`config.mk`:
```
export PLATFORM = sky130hd
export DESIGN_NAME = alu_arbiter
export DESIGN_NICKNAME = d
export VERILOG_FILES = /design/src/rtl/alu_arbiter.sv
export SDC_FILE = /design/constraint.sdc
export NUM_CORES = 1
export LEC_CHECK = 0
export BUFFER_PORTS_ARGS = -buffer_cell sky130_fd_sc_hd__buf_2
export CORE_ASPECT_RATIO = 1.75
export CORE_MARGIN = 8
export CORE_UTILIZATION = 46
export CTS_BUF_LIST = sky130_fd_sc_hd__clkbuf_4 sky130_fd_sc_hd__clkbuf_8
export DETAILED_ROUTE_END_ITERATION = 8
export PLACE_DENSITY_LB_ADDON = 0.08
export SETUP_SLACK_MARGIN = 0.02
export SYNTH_ARGS = -nofsm -noshare
export SYNTH_HDL_FRONTEND = slang
export SYNTH_SLANG_ARGS = --single-unit
```
`constraint.sdc`:
```
create_clock -name clk -period 2.1 [get_ports clk]
set_input_delay 0.525 -clock clk [delete_from_list [all_inputs] [get_ports clk]]
set_output_delay 0.525 -clock clk [all_outputs]
set_load 0.005 [all_outputs]
```
`src/rtl/alu_arbiter.sv`:
```
// alu_arbiter: two requesters sharing one combinational ALU, alternating priority
`timescale 1ns/1ps
module alu_arbiter #(
  parameter int DATA_W = 32,
  parameter int OP_W = 4
) (
  input  logic clk,
  input  logic rst_n,
  input  logic req0_valid,
  input  logic req1_valid,
  output logic req0_ready,
  output logic req1_ready,
  input  logic [DATA_W-1:0] req0_a,
  input  logic [DATA_W-1:0] req0_b,
  input  logic [DATA_W-1:0] req1_a,
  input  logic [DATA_W-1:0] req1_b,
  input  logic [OP_W-1:0] req0_op,
  input  logic [OP_W-1:0] req1_op,
  output logic [DATA_W-1:0] alu_a,
  output logic [DATA_W-1:0] alu_b,
  output logic [OP_W-1:0] alu_op,
  input  logic [DATA_W-1:0] alu_result,
  input  logic alu_zero,
  output logic rsp0_valid,
  output logic rsp1_valid,
  input  logic rsp0_ready,
  input  logic rsp1_ready,
  output logic [DATA_W-1:0] rsp0_result,
  output logic [DATA_W-1:0] rsp1_result,
  output logic rsp0_zero,
  output logic rsp1_zero,
  output logic busy
);
  typedef enum logic [1:0] {IDLE, EXEC, RESP} state_t;
  state_t state, next;
  logic prio, gnt, sel, accept, rsp_hs, zero0, zero1;
  logic [DATA_W-1:0] a_q, b_q, res0, res1;
  logic [OP_W-1:0] op_q;
  // grant selection, handshakes and next state; ready is held low during reset
  always_comb begin
    sel = (req0_valid & req1_valid) ? prio : req1_valid;
    req0_ready = rst_n & (state == IDLE) & req0_valid & ~sel;
    req1_ready = rst_n & (state == IDLE) & req1_valid & sel;
    accept = req0_ready | req1_ready;
    rsp_hs = (state == RESP) & (gnt ? rsp1_ready : rsp0_ready);
    next = (state == IDLE) ? (accept ? EXEC : IDLE) :
           (state == EXEC) ? RESP :
           (state == RESP) ? (rsp_hs ? IDLE : RESP) : IDLE;
  end
  // state register
  always_ff @(posedge clk or negedge rst_n)
    if (!rst_n) state <= IDLE;
    else state <= next;
  // operand capture on accept, per-requester result capture in EXEC, priority flip on response
  always_ff @(posedge clk or negedge rst_n)
    if (!rst_n) begin
      prio <= 1'b0;
      gnt <= 1'b0;
      a_q <= '0;
      b_q <= '0;
      op_q <= '0;
      res0 <= '0;
      res1 <= '0;
      zero0 <= 1'b0;
      zero1 <= 1'b0;
    end else begin
      if (accept) begin
        gnt <= sel;
        a_q <= sel ? req1_a : req0_a;
        b_q <= sel ? req1_b : req0_b;
        op_q <= sel ? req1_op : req0_op;
      end
      if (state == EXEC && !gnt) begin
        res0 <= alu_result;
        zero0 <= alu_zero;
      end
      if (state == EXEC && gnt) begin
        res1 <= alu_result;
        zero1 <= alu_zero;
      end
      if (rsp_hs) prio <= ~gnt;
    end
  assign alu_a = a_q;
  assign alu_b = b_q;
  assign alu_op = op_q;
  assign rsp0_valid = (state == RESP) & ~gnt;
  assign rsp1_valid = (state == RESP) & gnt;
  assign rsp0_result = res0;
  assign rsp1_result = res1;
  assign rsp0_zero = zero0;
  assign rsp1_zero = zero1;
  assign busy = state != IDLE;
endmodule

```
==> reports/results.env <==
EFFECTIVE_UTILIZATION_AT_FLOORPLAN_PCT=46.7
POSTSYNTHREGISTERBITS=138
LAYOUT.AREA.SEQ_UM2=3450
MAXCAPVIOLATIONS=0
COMBINED_AREA_OF_ALL_SYNTHESIZED_CELLS_UM2=5740
CLK_PIN_SLEW_NS=0.09
SYN2LAYOUT_AREA_GROWTH_PCT=38.5
WORST_EP_REQUIRED_TIME_NS=1.57
CELLPOWERDENSITY_nW_PER_UM2=1370
TOTAL_LEAKAGE_POWER_nW=3.64
NETS=893
LAYOUT.FILLER_CELLS=1033
SETUP_VIOL=0
HOLD_PATH.CLASS='in -> async'
YOSYSSEQAREASHARE_PCT=60.1
DR.FIRST_ITER.DRC_COUNT=164
DETAIL_ROUTE_ANTENNA_NETS=0
WORSTREG2REGSTART='state[1]$_DFF_PN0_'
DRIVE_GT1_SHARE_PCT=59.8
CRITICALPATHCATEGORY='reg -> out'
UPPER_CLOCK_FREQUENCY_LIMIT_MHz=488
NETLIST-CELL-TYPE-COUNT=22
WORST_EP_ARRIVAL_TIME_NS=1.52
FLOORPLAN.DIE.WIDTH_UM=100
REPORT.FINAL.HOLD_VIOL_COUNT=0
DRV_SLEW=0
GRT_PASS1_VIAS=5237
CTS_BUFFER_DEPTH=2
CP_MAX_FO=3
RUN_STATUS='finished, final reports clean'
POST_SYNTH_INST_COUNT=402
OVERALL_DIE_HEIGHT_UM=164
POWER.IR.VDD_WORST_uV=635
SYNTHESIS.NETS=577
FIN_CRIT_NS=2.05
DR.PASS1.ITERS=4
WORSTSETUPENDPOINTTYPE='primary output'
WORST_SKEW_PAIR.LATE_LATENCY_NS=0.43
GRT_PASS1_WL_MM=28.0
GRT_ANTENNA_BEFORE_REPAIR=5
GRT_USAGE_PCT=22.1
RSZ0062_AT_GRT='yes'
FINALWIRELENGTH_MM=18.6
IO_PINS=314
VIAS_PER_CELL=5.32
RELSLEWSLACK_PCT=48.7
PLACE_CONGESTION=0.823
HPWLAFTERDP_MM=13.7
AVGSYNTHCELLAREA_UM2=14.3
REG2REG_SLACK_NS=0.28
TIGHTESTPINTRANSITION_NS=0.769
TRITONCTS_NUM_SINKS=138
SYNTH.YOSYS.WARNINGS=0
POSTLAYOUTCOREUTIL_PCT=64.7
PIN_COUNT_OF_THE_BIGGEST_NET_ENTERING_GLOBAL_ROUTING=138
CLOCK_ROOT_BUFFER='clkbuf_8'
FP.DIEAREA_UM2=16500
CP-START-KIND='flop'
CLOCK_TREE_FROM_TRITONCTS='built'
VIAS=4808
PERIOD_SHARE_PCT=97.6
IO_BUFFERS=313
FINAL.SETUP_SKEW_NS=0.0127
PLACEMENT_ROWS=54
SETUP_SLACK_NS=0.0514
CTS_BUFFERS=17
GRT_OVERFLOW_TOTAL=0
ROUTE.DETAILED.DRC=0
CTS_MAX_LEVEL=4
CORE_AREA_UM2=12300
DP_SLACK_NS=0.0630
REGTOREGENDPOINT='alu_b[28]$_DFFE_PN0P_'
R2R.WORST_PATH.CELLS=5
MULTI_INPUT_COMB_AREA_UM2=2100
ROUTED_WIRELENGTH_NORMALIZED_BY_INSTANCE_COUNT_UM=20.6
## cell usage after synthesis
cell / count / share of area (%)
nor2_2: 1 / 0.11
clkbuf_1: 15 / 0.98
a31oi_1: 1 / 0.11
a211o_1: 1 / 0.15
buf_2: 12 / 1.0
nand2b_1: 2 / 0.22
o221a_1: 68 / 13
a21oi_1: 1 / 0.087
or3_1: 68 / 7.4
inv_1: 4 / 0.26
and2_1: 1 / 0.11
or2_4: 1 / 0.15
buf_4: 1 / 0.13
and3_1: 1 / 0.11
buf_6: 8 / 1.6
nor2_1: 4 / 0.26
o21ai_0: 4 / 0.35
mux2_2: 66 / 13
nand3b_1: 1 / 0.13
nand4bb_1: 1 / 0.20
nand2_1: 3 / 0.20
dfrtp_1: 138 / 60
## cells by family (layout without fill, tap and decap cells)
logic type / Yosys count / count (layout) / synth area share [%]
flops: 138 / 138 / 60.1
simple gates: 83 / 84 / 8.89
compound gates: 75 / 75 / 14.0
mux: 66 / 66 / 12.9
buf+inv: 40 / 368 / 3.99
other cells: 0 / 4 / 0
## per-stage QoR
stage / instance area [um2] / std cells / power [mW] / hold WS (ns) / TNS, ns
6_report: 7960 / 903 / 10.9 / 0.238 / 0
5_1_grt: 7960 / 903 / 11.7 / 0.280 / -0.0125
4_1_cts: 7880 / 894 / 11.0 / 0.258 / 0
3_5_place_dp: 7450 / 857 / 8.95 / 0.315 / 0
3_3_place_gp: 7450 / 857 / 8.81 / 0.315 / 0
2_1_floorplan: 5740 / 402 / 6.74 / 0.229 / 0
## final cells by class
class / instances / share of cell area [%]
flip-flops and latches: 138 / 43.4
multi-input cells: 225 / 26.4
repair buffers: 332 / 22.7
clock buffers: 17 / 2.94
well taps: 168 / 2.64
clock inverters: 15 / 1.60
inverters: 4 / 0.189
diodes: 4 / 0.126
## worst max-delay path: stages, from the launching register on
cell	delay (ns)
dfrtp_1	0.41
or2_4	0.27
a211o_4	0.28
inv_2	0.06
buf_6	0.09
## timing repair
action / in CTS / in global routing
pin swaps: 2 / 3
hold endpoints to repair: 1 / 0
cloned: 0 / 2
gates resized for setup: 4 / 4
hold buffers: 1 / 0
setup buffers: 4 / 3
endpoints found under the setup margin: 2 / 36
## metal layers
metal  routed length (um)  vias to the layer above  part of all wire, %  global-route usage, %
met5                   11                        -                0.059                      0
met3                 1390                       53                  7.4                   7.85
li1                     -                     2186                    -                      -
met2                 9520                      236                   51                   36.3
met4                  882                        2                  4.7                   12.9
met1                 6830                     2331                   37                   24.1
## cell usage in the layout, fill, tap and decap left out, drive strengths merged
master / count
a31oi: 1
or2: 1
nand4bb: 1
and2: 1
a211o: 1
nor2: 6
buf: 330
nand3b: 1
clkinv: 3
dlygate4sd3: 1
or3: 68
a21oi: 1
o21ai: 4
inv: 12
diode: 4
mux2: 66
nand2b: 2
and3: 1
clkinvlp: 4
dfrtp: 138
nand2: 3
o221a: 68
clkbuf: 18
## worst max-delay path by stage
| stage | cells past startpoint | slack (ns) | start | end |
|---|---|---|---|---|
| 2_1_floorplan | 5 | 0.32 | state[1]$_DFF_PN0_ | req1_ready |
| 3_3_place_gp | 5 | 0.13 | rst_n | alu_a[8]$_DFFE_PN0P_ |
| 3_5_place_dp | 5 | 0.06 | rst_n | alu_a[16]$_DFFE_PN0P_ |
| 4_1_cts | 4 | 0.005 | state[0]$_DFF_PN0_ | req1_ready |
| 5_1_grt | 4 | -0.01 | state[1]$_DFF_PN0_ | req1_ready |
| 6_report | 4 | 0.05 | state[1]$_DFF_PN0_ | req1_ready |
## power breakdown
part	switching, mW	internal [mW]
Sequential	0.745	3.96
Clock	1.11	0.854
Combinational	1.86	2.40
## sequential cells by signal, indices dropped and copies added, names as in the netlist
signal and flops:
alu_op 4, gnt 1, alu_b 32, rsp1_zero 1, rsp0_zero 1, rsp1_result 32, alu_a 32, rsp0_result 32
state 2, prio 1
Note: power is estimated with default switching activity, not from simulation.
